**src/rtl/piezo_note_sequencer.sv**
```systemverilog
// Melody sequencer for the vending machine piezo: queues request pulses, grants them
// by fixed priority and steps the tone generator through four notes plus a silent gap.
module piezo_note_sequencer #(
   parameter int               CNT_W      = 24,
   parameter logic [CNT_W-1:0] NOTE_TICKS = 24'd5_000_000,
   parameter logic [CNT_W-1:0] GAP_TICKS  = 24'd2_500_000
) (
   input  logic       clk,
   input  logic       rst,
   input  logic [5:0] req,
   input  logic       abort,
   input  logic       mute,
   output logic [2:0] note_state,
   output logic [2:0] note_played,
   output logic       busy,
   output logic       done,
   output logic [5:0] pending
);

   typedef enum logic [1:0] {IDLE, PLAY, GAP} state_t;

   localparam logic [CNT_W-1:0] NOTE_LAST = NOTE_TICKS - CNT_W'(1);
   localparam logic [CNT_W-1:0] GAP_LAST  = GAP_TICKS - CNT_W'(1);

   state_t           state;
   logic [CNT_W-1:0] cnt;
   logic [2:0]       note_index;
   logic [2:0]       win_idx;
   logic [5:0]       win_mask;

   // Lowest set bit of the registered queue wins; scanning downward lets it overwrite.
   always_comb begin
      win_idx  = 3'd0;
      win_mask = 6'd0;
      for (int i = 5; i >= 0; i--) begin
         if (pending[i]) begin
            win_idx  = 3'(i);
            win_mask = 6'd1 << i;
         end
      end
   end

   always_ff @(posedge clk or negedge rst) begin
      if (!rst) begin
         state       <= IDLE;
         cnt         <= '0;
         note_index  <= 3'd0;
         note_state  <= 3'd0;
         note_played <= 3'd0;
         busy        <= 1'b0;
         done        <= 1'b0;
         pending     <= 6'd0;
      end else if (abort) begin
         state       <= IDLE;
         cnt         <= '0;
         note_index  <= 3'd0;
         note_state  <= 3'd0;
         note_played <= 3'd0;
         busy        <= 1'b0;
         done        <= 1'b0;
         pending     <= 6'd0;
      end else begin
         done    <= 1'b0;
         pending <= pending | req;
         case (state)
            IDLE: begin
               if (pending != 6'd0) begin
                  // A request for the same melody in the grant cycle keeps its bit set.
                  pending     <= (pending & ~win_mask) | req;
                  note_state  <= win_idx + 3'd1;
                  note_index  <= 3'd1;
                  note_played <= mute ? 3'd0 : 3'd1;
                  cnt         <= '0;
                  busy        <= 1'b1;
                  state       <= PLAY;
               end
            end
            PLAY: begin
               if (cnt == NOTE_LAST) begin
                  cnt <= '0;
                  if (note_index == 3'd4) begin
                     note_played <= 3'd0;
                     note_state  <= 3'd0;
                     note_index  <= 3'd0;
                     if (GAP_TICKS != '0) begin
                        state <= GAP;
                     end else begin
                        state <= IDLE;
                        busy  <= 1'b0;
                        done  <= 1'b1;
                     end
                  end else begin
                     note_index  <= note_index + 3'd1;
                     note_played <= mute ? 3'd0 : note_index + 3'd1;
                  end
               end else begin
                  cnt         <= cnt + CNT_W'(1);
                  note_played <= mute ? 3'd0 : note_index;
               end
            end
            GAP: begin
               if (cnt == GAP_LAST) begin
                  cnt   <= '0;
                  state <= IDLE;
                  busy  <= 1'b0;
                  done  <= 1'b1;
               end else begin
                  cnt <= cnt + CNT_W'(1);
               end
            end
            default: state <= IDLE;
         endcase
      end
   end

endmodule

```
**config.mk**
```make
export PLATFORM = sky130hd
export DESIGN_NAME = piezo_note_sequencer
export DESIGN_NICKNAME = d
export VERILOG_FILES = /design/src/rtl/piezo_note_sequencer.sv
export SDC_FILE = /design/constraint.sdc
export NUM_CORES = 1
export LEC_CHECK = 0
export ABC_AREA = 1
export CAP_MARGIN = 30
export CORE_UTILIZATION = 40
export DETAILED_ROUTE_END_ITERATION = 10
export SETUP_SLACK_MARGIN = 0.15
export SKIP_CTS_REPAIR_TIMING = 1
export SYNTH_ARGS = -nofsm -noshare
export SYNTH_HDL_FRONTEND = slang
export SYNTH_SLANG_ARGS = --single-unit
export TNS_END_PERCENT = 10
```
**constraint.sdc**
```tcl
create_clock -name clk -period 2.4 [get_ports clk]
set_input_delay 0.48 -clock clk [delete_from_list [all_inputs] [get_ports clk]]
set_output_delay 0.48 -clock clk [all_outputs]
set_load 0.03 [all_outputs]
```
==> results of run 1 <==
## through the flow
stage / area [µm²] / total power [mW] / std cells
2_1_floorplan: 2869 / 1.758 / 382
3_3_place_gp: 3217 / 2.013 / 504
3_5_place_dp: 3217 / 2.020 / 504
4_1_cts: 3302 / 2.494 / 512
5_1_grt: 3302 / 2.662 / 512
6_report: 3302 / 2.465 / 512
## layout make-up
cell class              count  share of cell area (%)
multi-input cells         277                   45.89
flip-flops and latches     43                   32.59
repair buffers             32                   8.867
inverters                  56                   6.442
well taps                  96                   3.638
clock buffers               6                   2.198
clock inverters             2                  0.3789
## metal layers
metal / wire length, µm / share of wire, %
met1: 2887 / 47
met2: 2986 / 48
met3: 230 / 3.7
met4: 76 / 1.2
met5: 0 / 0
## critical path: cells and delay by family (launching register included)
kind                     cells  cell delay, ps
adder cells (fa/ha/maj)      1             310
flip-flops                   1             410
XOR/XNOR                     1             190
AND/OR/NAND/NOR              4             550
buffers and inverters        2             330
AO/OA/AOI/OAI                1              50
## state kept, by name (all words and copies together) (netlist names)
signal and flops:
busy 1, cnt 24, done 1, note_index 3
note_played 3, note_state 3, pending 6, state 2
## placed cells by master, fill, tap and decap left out, types with 8 or more instances in the layout
cell type | synthesis | final
a21oi_1 | 17 | 17
a21oi_2 | 12 | 12
buf_4 | 1 | 9
clkdlybuf4s50_1 | 0 | 22
dfrtp_1 | 43 | 43
ha_1 | 8 | 8
inv_1 | 47 | 47
inv_2 | 8 | 8
nand2_1 | 89 | 89
nand3_1 | 27 | 27
nor2_1 | 46 | 46
o21ai_0 | 14 | 14
## logic make-up (layout without fill, tap and decap cells)
group / Yosys count / in the layout / share of synthesized area, %
compound gates: 54 / 54 / 11.64
xor+xnor: 11 / 11 / 3.358
fa+ha+maj: 8 / 8 / 3.489
buf+inv: 62 / 96 / 9.682
flops: 43 / 43 / 37.51
simple gates: 204 / 204 / 34.32
## worst max-delay path by stage
stage | startpoint | endpoint | slack [ps] | cells past startpoint
floorplan | state[1] | cnt[20] | 710 | 12
detailed placement | abort | cnt[21] | 200 | 12
CTS | state[0] | cnt[8] | 440 | 9
global placement | abort | cnt[21] | 260 | 12
finish | state[0] | cnt[8] | 450 | 9
global route | state[0] | cnt[21] | 230 | 12
## Yosys cell counts, drive strengths merged
| cell | number | area [µm²] |
|---|---|---|
| nand3b | 3 | 22.52 |
| a22oi | 1 | 7.510 |
| nand4 | 7 | 43.79 |
| inv | 56 | 212.7 |
| xor2 | 7 | 61.31 |
| nand2 | 101 | 452.9 |
| o31ai | 1 | 7.510 |
| o21ai | 18 | 90.09 |
| xnor2 | 4 | 35.03 |
| a21oi | 29 | 190.2 |
| ha | 8 | 100.1 |
| buf | 5 | 61.31 |
| a21boi | 1 | 11.26 |
| a31oi | 2 | 12.51 |
| o21bai | 2 | 15.01 |
| nand3 | 27 | 135.1 |
| nor3 | 6 | 40.04 |
| dfrtp | 43 | 1076 |
| nor2 | 59 | 284.0 |
| clkbuf | 1 | 3.750 |
| nor4 | 1 | 6.260 |
## power breakdown
group          leakage, nW  internal (mW)  switching (mW)  total, mW
clock network       0.0412          0.204           0.266      0.470
registers            0.583          0.807          0.0560      0.863
logic                0.889          0.388           0.745       1.13
total                 1.51           1.40            1.07       2.47
==> key figures, run 1 <==
Floorplanning
  • IO Count: 24
  • Core ar.: 0.006869 mm²
  • Die Wd: between 80 and 90 µm
  • Die Area: ~0.0075 mm²
  • Initial Utilization: a little over two fifths
  • Standard-cell rows: 30
  • Die Ht: a little under 90 µm

Timing
  • Maximum clock rate: 511.6 MHz
  • Final Worst Setup Slack: roughly 450 ps
  • Max-slew violations: 0
  • Hold_ws: roughly 240 ps
  • RSZ-0062 raised after global routing: false
  • Least-Margin Pin Slew: 540.4 ps
  • Fin crit share: 81.44%
  • Worst Skew: 9.400 ps
  • # setup viols final: 0
  • Relative slew slack: a little under two thirds
  • Setup TNS: 0 ps
  • Min Clock Period, post-route: ~2000 ps
  • Final hold vios: 0

Place
  • # port buffers: 23
  • Routability cong.: roughly 0.90
  • Post-DP HPWL: approximately 4700 µm
  • Worst slack, placed: around 200 ps

Worst setup path
  • Setup crit start kind: flop
  • Req. time, crit path: 2580 ps
  • CP Capture Type: flop
  • R2r startpoint: state[0]
  • CP arrival: 2140 ps
  • Cells along the critical path: inv_1, ha_1, nand2_1, nand3b_1, nand2_4, buf_4, nor2_1, xnor2_1, a21oi_2
  • CP peak stage delay: about 400 ps
  • CP Max Fanout: 11
  • Crit Path Category: flop to flop
  • R2r endpoint: cnt[8]
  • Slowest CP cell: dfrtp_1
  • FF-to-FF setup slack: 450 ps
  • R2r worst-path depth: 9

Global route
  • GR Util All Layers: between 10% and 20%
  • GR Util met1: 23.30%
  • Initial antenna violation count: 0
  • Gr busiest metal: met2
  • Largest net degree at the start of global routing: between 40 and 50
  • Total grt overflow: 0
  • First-pass GRT wire length: roughly 11000 µm
  • Met2 GRT Util: about a third
  • Met3 Resource Use GR: under 10%
  • Vias in the first global route: between 2000 and 2500

Layout
  • Area of the multi-input gates: roughly 0.0015 mm²
  • FF/Latch Area: ~0.0011 mm²
  • Layout cells sized above 1: between 10% and 20%
  • # fillers: around 700
  • Final nets: 433
  • Antenna diodes: 0
  • Final core occ: 48.07%
  • Syn-to-layout area delta: 15.09%

Drt
  • Iteration-0 DRC Markers: 84
  • Avg Vias per Cell: roughly 4.8
  • Residual DRC count: 0
  • First-pass DRT Iterations: 5
  • Post-Route WL: slightly above 6000 µm
  • Vias: between 2000 and 2500
  • DRT antenna net count: 0
  • Avg WL per Cell: approximately 12 µm

Logic synthesis
  • FF+latch count, synth: 43
  • Synthesized Nets: 400
  • Syn Area/Cell: 7.510 µm²
  • Seq/Total Area, Yosys: 37.51%
  • Synth cell types: 33
  • Yosys warnings: 0
  • Mapped Area: 0.002869 mm²
  • Post-Synthesis Cells: ~380

Clock network
  • Clk sinks: 43
  • H-tree lvl count: 2
  • CTS Buf Count: 5
  • CTS tree: yes
  • Root Buffer: clkbuf_8
  • Clock Latency Late Sink: around 300 ps
  • CTS clk-pin slew, worst paths: 90 ps
  • Deepest clock path buffer count: 2

Outcome
  • Status: complete, no violations

Power
  • Pwr Density: about 750 mW/mm²
  • Pleak: ~1.5 nW
  • Peak supply drop: ~0.39 mV

Hold path
  • Hold Crit Class: primary input to async pin

Flow run
  • Max cap viols: 0
No activity file was read; power rests on OpenSTA's default activity.
==> run 2: changes to the inputs <==
==> constraint.sdc (replaced) <==
create_clock -name clk -period 1.9 [get_ports clk]
set_input_delay 0.38 -clock clk [delete_from_list [all_inputs] [get_ports clk]]
set_output_delay 0.38 -clock clk [all_outputs]
set_load 0.03 [all_outputs]
==> key figures, run 2 (synthesized netlist as in run 1, its figures left out) <==
Clock network
  • Clk sinks: 43 (unchanged)
  • CTS tree: yes
  • CTS Buf Count: 5 (unchanged)
  • CTS clk-pin slew, worst paths: 90 ps (about the same)
  • H-tree lvl count: 2 (unchanged)
  • Deepest clock path buffer count: 2 (unchanged)
  • Clock Latency Late Sink: 300 ps (about the same)
  • Root Buffer: clkbuf_8

Drt
  • Iteration-0 DRC Markers: 78 (-7.1%)
  • Avg Vias per Cell: 4.777 (-1.3%)
  • Vias: 2575 (+3.9%)
  • Avg WL per Cell: 12.15 µm (+0.68%)
  • First-pass DRT Iterations: 4 (-1)
  • Post-Route WL: 6550 µm (+6.0%)
  • DRT antenna net count: 0 (unchanged)
  • Residual DRC count: 0 (unchanged)

Power
  • Pwr Density: 981.4 mW/mm² (+31%)
  • Peak supply drop: 0.3372 mV (-14%)
  • Pleak: 1.682 nW (+11%)
  • Total power draw: 3.533 mW (+43%)

Flow run
  • Max cap viols: 0 (unchanged)

Worst setup path
  • Top Family by Delay on Critical Path: buffers and inverters
  • Slowest CP cell: clkdlybuf4s50_1
  • Req. time, crit path: 1520 ps (-1060 ps)
  • Crit Path Category: flop to output port
  • Sum of buffers and inverters on the critical path: 1 (-1)
  • R2r startpoint: cnt[1]
  • Cells along the critical path: clkdlybuf4s50_1
  • CP Max Fanout: 4 (-7)
  • CP Capture Type: output port
  • Setup crit start kind: flop
  • CP arrival: 1410 ps (-730 ps)
  • CP peak stage delay: 690 ps (+280 ps)
  • Crit. Startpoint: pending[0]

Floorplanning
  • IO Count: 24 (unchanged)
  • Die Wd: 86.69 µm (unchanged)
  • Standard-cell rows: 30 (unchanged)
  • Die Ht: 86.69 µm (unchanged)
  • Initial Utilization: 41.77% (unchanged)
  • Die Area: 0.007515 mm² (unchanged)
  • Core ar.: 0.006869 mm² (unchanged)

Place
  • Routability cong.: 0.8979 (-0.21%)
  • Cells after DPL: 520 (+3.2%)
  • # port buffers: 23 (unchanged)
  • Post-DP HPWL: 4801 µm (+2.7%)

Layout
  • Max reg flops: 24 (unchanged)
  • Commonest non-fill, non-tap cell in the layout: nand2_1
  • Top reg by flops: cnt
  • Leading cell types in the layout, fill and taps excluded: 86 x nand2_1, 46 x nor2_1, 45 x inv_1
  • Largest registers in the final layout: cnt x24, pending x6
  • FF/Latch Area: 0.001076 mm² (unchanged)
  • Layout cells sized above 1: 23.48% (+7.6 points)
  • Syn-to-layout area delta: 25.47%
  • # fillers: 683 (-2.7%)
  • Area of the multi-input gates: 0.001565 mm² (+3.3%)
  • Antenna diodes: 0 (unchanged)
  • Finished Layout Cells: 539 (+5.3%)
  • Final nets: 460 (+6.2%)

Outcome
  • Status: complete, no violations

Timing
  • RSZ-0062 raised after global routing: true
  • Relative slew slack: 61.24% (-2.7 points)
  • Fin crit share: a little over nine tenths
  • Least-Margin Pin Slew: 581.5 ps (+41.02 ps)
  • Hold_ws: 125.3 ps (-117.2 ps)
  • Maximum clock rate: 558.3 MHz
  • # setup viols final: 0 (unchanged)
  • Final hold vios: 0 (unchanged)
  • Max-slew violations: 0 (unchanged)
  • Min Clock Period, post-route: approximately 1800 ps
  • Worst Skew: 12.19 ps (+2.786 ps)

Global route
  • Initial antenna violation count: 0 (unchanged)
  • Vias in the first global route: 2481 (+4.0%)
  • Largest net degree at the start of global routing: 44 (unchanged)
  • GR Util All Layers: 19.31% (+0.76 points)
  • First-pass GRT wire length: 11270 µm (+4.2%)
  • Total grt overflow: 0 (unchanged)

Hold path
  • Hold Crit Class: primary input to async pin
run 2: changes by cell type in the layout (fill, tap and decap cells not counted), moves of 2 or more:
cell,previous run,this run
inv_1,47,45
buf_4,9,33
buf_12,0,3
dlymetal6s2s_1,0,2
inv_2,8,10
ha_1,8,5
nand3_1,27,25
clkdlybuf4s50_1,22,20
nand2_2,5,8
ha_2,0,2
nand2_1,89,86
nand3_2,0,2
run 2: power by group:
part	leakage (nW)	total [mW]	switching (mW)	internal [mW]
combinational	1.06	1.84	1.05	0.784
sequential	0.583	1.09	0.0759	1.02
clock	0.0412	0.601	0.343	0.258
run 2: through the flow:
stage          cell area, µm²  utilization, %  setup TNS, ps  worst slack [ps]
2_1_floorplan            2869               -              0             212.1
4_1_cts                  3460           50.36              0             34.76
3_3_place_gp             3374           49.13          -1090            -94.68
3_5_place_dp             3374           49.13          -1526            -132.9
6_report                 3600           52.40              0             108.8
5_1_grt                  3600           52.40              0             30.17
run 2: layout make-up:
type / instances / area share (%)
Tap cell: 96 / 3.337
Multi-Input combinational cell: 277 / 43.48
Clock inverter: 2 / 0.3476
Clock buffer: 6 / 2.016
Sequential cell: 43 / 29.89
Timing Repair Buffer: 59 / 14.95
Inverter: 56 / 5.978
run 2: worst paths after layout:
path	cells after the start	slack [ps]	endpoint
setup / recovery	1	110	pending[0]
hold / removal	2	130	pending[0]
setup reg to reg	11	160	cnt[10]
hold reg to reg	2	510	busy
max in group asynchronous	2	1340	cnt[14]
min in group clk	4	490	note_state[1]
run 2: routing by layer:
metal	wire (µm)	vias to the layer above	GRT usage, %
met5	0	-	0
met4	146	0	8.333
met3	252	13	3.333
met2	3072	55	31.89
met1	3078	1173	24.88
li1	-	1334	-
==> run 3: changes to the inputs <==
--- a/config.mk
+++ b/config.mk
@@ -7,6 +7,7 @@
 export LEC_CHECK = 0
 export ABC_AREA = 1
 export CAP_MARGIN = 30
+export CORE_MARGIN = 2
 export CORE_UTILIZATION = 40
 export DETAILED_ROUTE_END_ITERATION = 10
 export SETUP_SLACK_MARGIN = 0.15
==> key figures, run 3 (synthesized netlist as in run 1, its figures left out) <==
Outcome
  • Status: complete, no violations

Floorplanning
  • Die Area: 0.007866 mm² (+4.7%)
  • Die Wd: 88.69 µm (+2.3%)
  • IO Count: 24 (unchanged)
  • Standard-cell rows: 30 (unchanged)
  • Die Ht: 88.69 µm (+2.3%)
  • Initial Utilization: 41.77% (unchanged)
  • Core ar.: 0.006869 mm² (unchanged)

Place
  • Post-DP HPWL: 4924 µm (+2.6%)
  • Worst slack, placed: -99.43 ps (+33.43 ps)
  • Routability cong.: 0.8909 (-0.78%)
  • # port buffers: 23 (unchanged)

Drt
  • First-pass DRT Iterations: 5 (+1)
  • Residual DRC count: 0 (unchanged)
  • Post-Route WL: 6716 µm (+2.5%)
  • Avg Vias per Cell: 4.830 (+1.1%)
  • Vias: 2613 (+1.5%)
  • DRT antenna net count: 0 (unchanged)
  • Avg WL per Cell: 12.41 µm (+2.2%)
  • Iteration-0 DRC Markers: 102 (+31%)

Power
  • Clock Power Share: 22.6% (+5.6 points)
  • Switching power: 1.471 mW (about the same)
  • Int Pwr: 2.338 mW (+13%)
  • Pwr Density: 1028 mW/mm² (+4.7%)
  • Logic pwr share: 48.7% (-3.3 points)
  • Peak supply drop: 0.3435 mV (+1.9%)
  • Net switching share of the total power: 38.61% (-3.0 points)
  • Pleak: 1.719 nW (+2.3%)
  • Sequential share of power: 28.7% (-2.3 points)

Worst setup path
  • Cells along the critical path: clkdlybuf4s50_1
  • Req. time, crit path: 1520 ps (about the same)
  • Slowest CP cell: clkdlybuf4s50_1
  • Crit Path Category: flop to output port
  • CP Max Fanout: 5 (+1)
  • CP Capture Type: output port
  • Sum of buffers and inverters on the critical path: 1 (unchanged)
  • CP peak stage delay: 690 ps (about the same)
  • CP arrival: 1400 ps (about the same)
  • Setup crit start kind: flop
  • Top Family by Delay on Critical Path: buffers and inverters

Hold path
  • Hold Crit Class: primary input to async pin

Global route
  • First-pass GRT wire length: 11230 µm (-0.36%)
  • GR Util All Layers: 18.28% (-1.0 points)
  • Total grt overflow: 0 (unchanged)
  • Largest net degree at the start of global routing: 24 (-45%)
  • Vias in the first global route: 2500 (+0.77%)
  • Initial antenna violation count: 0 (unchanged)

Layout
  • Commonest non-fill, non-tap cell in the layout: nand2_1
  • Max reg flops: 24 (unchanged)
  • Final nets: 462 (+0.43%)
  • Antenna diodes: 0 (unchanged)
  • Syn-to-layout area delta: 29.13%
  • Leading cell types in the layout, fill and taps excluded: 86 x nand2_1, 46 x nor2_1, 44 x inv_1
  • Layout cells sized above 1: 24.72% (+1.2 points)
  • Top reg by flops: cnt
  • Largest registers in the final layout: cnt x24, pending x6

Timing
  • Max-slew violations: 0 (unchanged)
  • Fin crit share: 93.50% (-0.78 points)
  • Hold_ws: 29.64 ps (-95.69 ps)
  • Relative slew slack: 66.65% (+5.4 points)
  • Final Worst Setup Slack: 123.6 ps (+14.81 ps)
  • Min Clock Period, post-route: 1776 ps (-14.81 ps)
  • Worst Skew: 9.979 ps (-2.206 ps)
  • Setup TNS: 0 ps (unchanged)
  • Final hold vios: 0 (unchanged)
  • # setup viols final: 0 (unchanged)
  • RSZ-0062 raised after global routing: true
  • Least-Margin Pin Slew: 500.3 ps (-81.17 ps)
  • Maximum clock rate: 562.9 MHz (+0.83%)

Clock network
  • CTS tree: yes
  • CTS Buf Count: 5 (unchanged)
  • Clk sinks: 43 (unchanged)
  • Root Buffer: clkbuf_8
  • H-tree lvl count: 2 (unchanged)
  • CTS clk-pin slew, worst paths: 90 ps (about the same)
  • Deepest clock path buffer count: 2 (unchanged)
  • Clock Latency Late Sink: 300 ps (about the same)

Flow run
  • Max cap viols: 0 (unchanged)
## run 3: stage by stage
| stage | power (mW) | cells | util [%] | cell area, µm² |
|---|---|---|---|---|
| 6_report | 3.809 | 541 | 53.93 | 3705 |
| 5_1_grt | 4.093 | 541 | 53.93 | 3705 |
| 4_1_cts | 3.626 | 528 | 51.06 | 3507 |
| 3_5_place_dp | 2.753 | 520 | 49.13 | 3374 |
| 3_3_place_gp | 2.738 | 520 | 49.13 | 3374 |
| 2_1_floorplan | 2.220 | 382 | - | 2869 |
## run 3: worst register-to-register path, cell delays in order (launching register included)
cell,delay [ps]
dfrtp_1,470
nand2_1,120
inv_2,120
nand2_1,100
nor2_4,190
nand2_2,80
nor2_2,210
nand2_1,100
xor2_1,180
a21oi_2,40
## run 3: cell type report
type                            count  area (µm²)
Fill cell                         659        3164
Multi-Input combinational cell    277        1607
Sequential cell                    43        1076
Timing Repair Buffer               61       556.8
Inverter                           56       212.7
Tap cell                           96       120.1
Clock buffer                        6       72.57
Clock inverter                      2       60.06
## run 3: metal layers
layer | track usage, % | vias up | share of wire (%)
met5 | 0 | - | 0
met4 | 6.474 | 0 | 1.5
met3 | 3.731 | 8 | 3.1
met2 | 31.55 | 48 | 51
met1 | 22.55 | 1216 | 44
li1 | - | 1341 | -
## run 3: final timing paths
kind | from | end | slack, ps | cells after the start
max | pending[4] | pending[4] | 120 | 1
min | rst | pending[2] | 30 | 1
max reg2reg | cnt[5] | cnt[15] | 180 | 9
min reg2reg | busy | busy | 500 | 2
max in group asynchronous | rst | cnt[17] | 1370 | 2
min in group clk | busy | busy | 500 | 2
## run 3: power by group through the flow
stage	Sequential (mW)	Clock (mW)	Combinational, mW
6_report	1.09	0.861	1.85
3_3_place_gp	1.11	0	1.63
5_1_grt	1.11	0.930	2.05
3_5_place_dp	1.11	0	1.64
4_1_cts	1.10	0.884	1.65
2_1_floorplan	1.21	0	1.01
==> variant 1: new RTL, settings of run 2 <==
Add an input register stage for `req`, `abort` and `mute`, cleared by the reset; this delays them by one clock.
--- a/src/rtl/piezo_note_sequencer.sv
+++ b/src/rtl/piezo_note_sequencer.sv
@@ -23,2 +23,18 @@
    localparam logic [CNT_W-1:0] GAP_LAST  = GAP_TICKS - CNT_W'(1);
+
+   logic [5:0] req_q;
+   logic abort_q;
+   logic mute_q;
+
+   always_ff @(posedge clk or negedge rst) begin
+      if (!rst) begin
+         req_q   <= '0;
+         abort_q <= '0;
+         mute_q  <= '0;
+      end else begin
+         req_q   <= req;
+         abort_q <= abort;
+         mute_q  <= mute;
+      end
+   end
 
@@ -52,3 +68,3 @@
          pending     <= 6'd0;
-      end else if (abort) begin
+      end else if (abort_q) begin
          state       <= IDLE;
@@ -63,3 +79,3 @@
          done    <= 1'b0;
-         pending <= pending | req;
+         pending <= pending | req_q;
          case (state)
@@ -68,6 +84,6 @@
                   // A request for the same melody in the grant cycle keeps its bit set.
-                  pending     <= (pending & ~win_mask) | req;
+                  pending     <= (pending & ~win_mask) | req_q;
                   note_state  <= win_idx + 3'd1;
                   note_index  <= 3'd1;
-                  note_played <= mute ? 3'd0 : 3'd1;
+                  note_played <= mute_q ? 3'd0 : 3'd1;
                   cnt         <= '0;
@@ -93,3 +109,3 @@
                      note_index  <= note_index + 3'd1;
-                     note_played <= mute ? 3'd0 : note_index + 3'd1;
+                     note_played <= mute_q ? 3'd0 : note_index + 3'd1;
                   end
@@ -97,3 +113,3 @@
                   cnt         <= cnt + CNT_W'(1);
-                  note_played <= mute ? 3'd0 : note_index;
+                  note_played <= mute_q ? 3'd0 : note_index;
                end
Formal check against the unedited RTL: not equivalent (Yosys sat finds a counterexample within 4 cycles, from zero or initial values and one cycle with rst low).
==> variant 1 against run 2 <==
- the run now ends with negative hold slack left
- die area rose by 6.8%
- sequential cell count is 8 higher
- worst setup slack better by 0.096 ns
- design area grew 8.1%
- power is 5.5% higher
- routed wire length up 5.5%
- combinational power decreased by 9%
- area after synthesis grew 6.9%
- largest power group unchanged
==> variant 1: results <==
sta:
  tns_ns: 0
  slew-limit-headroom_pct: 71.5
  hold_violations: 16
  holdWs_ns: -0.00406
  fin_skew_ns: 0.00835
cells_and_area:
  final_nets: 457
  reg_top3: "cnt x24, pending x6, req_q x6"
  layout-drive-gt1-share_pct: 23.4
  fillCellCount: 716
clocking:
  cts_buffers: 5
  insertion_delay_ns: 0.31
  path_clk_slew_ns: 0.10
  clock-root-buffer: "clkbuf_8"
setup_path:
  arrival_ns: 1.89
  slowest_stage: "dfrtp_1"
  worstPathMaxFanout: 9
  path_delay_family: "simple AND/OR/NAND/NOR gates"
  max_stage_delay_ns: 0.42
logic_synthesis:
  ys_top_cells_by_count: "nand2_1 (84), nor2_1 (60), inv_1 (52)"
  async_flop_share_pct: 100
  synthesis.nets: 409
  ys_seq_area_share_pct: 41.6
  synth_area_leaders: "dfrtp_1 (42%), nand2_1 (10%), nor2_1 (7.3%)"
  yosysUniqueCellTypes: 34
power_and_ir_drop:
  ir_drop_mv: 0.415
  p_sw_mw: 1.49
  p_clk_uw: 782
  pwr-share-seq_pct: 34.1
  powerSeq_mw: 1.27
  leakagePower_nw: 1.93
drt:
  drt_iter0_markers: 80
  dr.pass1.iters: 4
  wl_per_cell_um: 12.8
  avgViaCountPerCell: 4.81
status:
  outcome: "finished, violations left"
  violations: "negative hold slack"
grt:
  grt_pass1_vias: 2409
  grt_start_max_net_pins: 24
  antenna_found_initial: 0
  grt_pass1_wl_mm: 11.2
  grt_usage_pct: 18.1
placed_design:
  finalWeightedCongestion: 0.832
  placed_cell_area_sq_um: 3440
  dp.final_hpwl_mm: 4.84
min_path:
  hp-class: "in -> async"
variant 1: final timing paths:
path                            startpoint    endpoint  slack (ns)  cells past startpoint
worst min register to register    req_q[4]  pending[4]        0.48                      2
max in group asynchronous              rst     cnt[17]        1.37                      2
min in group clk                  req_q[4]  pending[4]        0.48                      2
worst max register to register    state[1]      cnt[4]        0.21                      9
worst max-delay path              state[1]      cnt[4]        0.21                      9
worst min-delay path                   rst  pending[5]      -0.004                      1
variant 1: area by class of cell:
class / count / area share, %
multi-input combinational: 275 / 41.8
sequential: 51 / 32.9
timing repair buffer: 46 / 12.5
inverter: 59 / 6.43
tap: 99 / 3.18
clock buffer: 5 / 1.77
clock inverter: 3 / 1.19
timing repair inverter: 1 / 0.289
variant 1: layer usage:
| metal | vias to the layer above | GRT usage (%) | wire length [um] |
|---|---|---|---|
| li1 | 1323 | - | - |
| met1 | 1216 | 23.6 | 3200 |
| met2 | 50 | 30.8 | 3460 |
| met3 | 4 | 3.29 | 194 |
| met4 | 0 | 4.76 | 59 |
| met5 | - | 0 | 0 |
variant 1: through the flow:
step / utilization (%) / setup slack (ns) / hold WS, ns / instances
final: 53.1 / 0.205 / -0.00406 / 539
after global routing: 53.1 / 0.0877 / 0.00141 / 539
after CTS: 48.5 / 0.0477 / 0.00495 / 524
after detailed placement: 46.9 / 0.102 / 0.352 / 516
after global placement: 46.9 / 0.130 / 0.339 / 516
after floorplan: - / 0.208 / 0.0844 / 391
variant 1: logic make-up (layout without fill, tap and decap cells):
kind of cell / Yosys count / in the layout / share of synthesized area, %
and+or+nand+nor: 206 / 206 / 32.3
buffers and inverters: 65 / 114 / 9.83
AOI/OAI and AO/OA: 52 / 52 / 10.4
DFF: 51 / 51 / 41.6
xor gates and xnor gates: 9 / 9 / 2.57
adders and majority gates: 8 / 8 / 3.26
==> variant 2: new RTL, settings of run 2 <==
Without the edit above. `CNT_W`: 24 -> 48.
--- a/src/rtl/piezo_note_sequencer.sv
+++ b/src/rtl/piezo_note_sequencer.sv
@@ -3,3 +3,3 @@
 module piezo_note_sequencer #(
-   parameter int               CNT_W      = 24,
+   parameter int               CNT_W      = 48,
    parameter logic [CNT_W-1:0] NOTE_TICKS = 24'd5_000_000,
Behaviour: same outputs for any inputs over 10 cycles, from zero or initial values and one cycle with rst low; that may be too few to reach the edited logic, so the function may still have changed.
==> variant 2 against run 2 <==
- sequential cell count up 24
- worst setup slack worse by 0.070 ns
- synthesized cell count is 85% higher
- routed wire length rose by 110%
- power grew 45%
- fmax decreased by 3.7%
- die area grew 61%
- design area is 74% higher
- final cell count is 79% higher
- area after synthesis rose by 63%
- register-to-register slack lost 0.12 ns
- clock power grew to 2.5 times the old value
- sequential power grew 46%
- count of clock-buffer cells in the layout increased by 6
==> variant 2: results <==
placed_design:
  dp.final_hpwl_mm: 10.4
  placed_cell_area_sq_um: 5700
  placed_cells: 949
  finalWeightedCongestion: 0.938
  pre_cts_slack_ns: -0.249
logic_synthesis:
  ys_top_cells_by_count: "nand2_1 (186), nor2_1 (135), inv_1 (97)"
  synthMuxAreaShare_pct: 0
  synthXorXnorAreaFrac_pct: 4.88
  synth_compound_area_share_pct: 5.60
  synth_adder_area_share_pct: 2.14
  synthesis.nets: 723
  synth_area_leaders: "dfrtp_1 (36%), nand2_1 (15%), nor2_1 (11%)"
  ys_seq_area_share_pct: 35.9
cells_and_area:
  fillCellCount: 1106
  stdcell_count: 966
  finalInstanceArea_sq_um: 6260
  reg_top3: "cnt x48, pending x6"
  layout-drive-gt1-share_pct: 21.3
grt:
  grt_pass1_wl_mm: 21.8
  grt_pass1_vias: 4643
  grt_start_max_net_pins: 68
  grt_usage_pct: 23.8
clocking:
  cts_buffers: 9
  path_clk_slew_ns: 0.06
  insertion_delay_ns: 0.34
setup_path:
  worstPathMaxFanout: 5
  crit_end: "cnt[42]"
  slowest_stage: "dfrtp_2"
  max_stage_delay_ns: 0.44
  r2r_end: "cnt[42]"
  rr_startpoint: "state[0]"
  critPathKind: "reg -> reg"
status:
  outcome: "complete, no violations"
drt:
  met2_length_mm: 7.02
  avgViaCountPerCell: 5.00
  m1WireLength_mm: 5.84
  wl_per_cell_um: 14.4
  dr.pass1.iters: 5
power_and_ir_drop:
  leakagePower_nw: 3.18
  ir_drop_mv: 0.687
  p_sw_mw: 1.90
sta:
  fin_skew_ns: 0.00725
  slew-limit-headroom_pct: 63.1
  holdWs_ns: 0.0572
  worst_slack_ns: 0.0392
variant 2: worst max-delay path: cells and delay by family, from the launching register on:
kind                     cells  cell delay (ns)
buffers and inverters        5             0.60
flip-flops                   1             0.44
AND/OR/NAND/NOR              4             0.36
adder cells (fa/ha/maj)      1             0.21
AO/OA/AOI/OAI                1             0.12
variant 2: layout make-up:
cell class                      instances  area share (%)
Clock buffer                           12            4.10
Timing Repair inverter                  1           0.260
Inverter                              101            6.25
Timing Repair Buffer                  118            16.2
Tap cell                              143            2.86
Multi-Input combinational cell        524            43.5
Sequential cell                        67            26.8
variant 2: power by group through the flow:
stage	combinational, mW	sequential (mW)	clock (mW)
after global placement	1.68	1.60	0
after CTS	1.72	1.59	1.56
final	1.99	1.59	1.52
after floorplan	0.938	1.71	0
after global routing	2.14	1.60	1.62
after detailed placement	1.71	1.61	0
variant 2: layer usage:
layer	up-vias	track usage, %
met2	123	43.4
met3	26	4.88
met4	0	8.19
li1	2438	-
met1	2247	27.5
met5	-	0
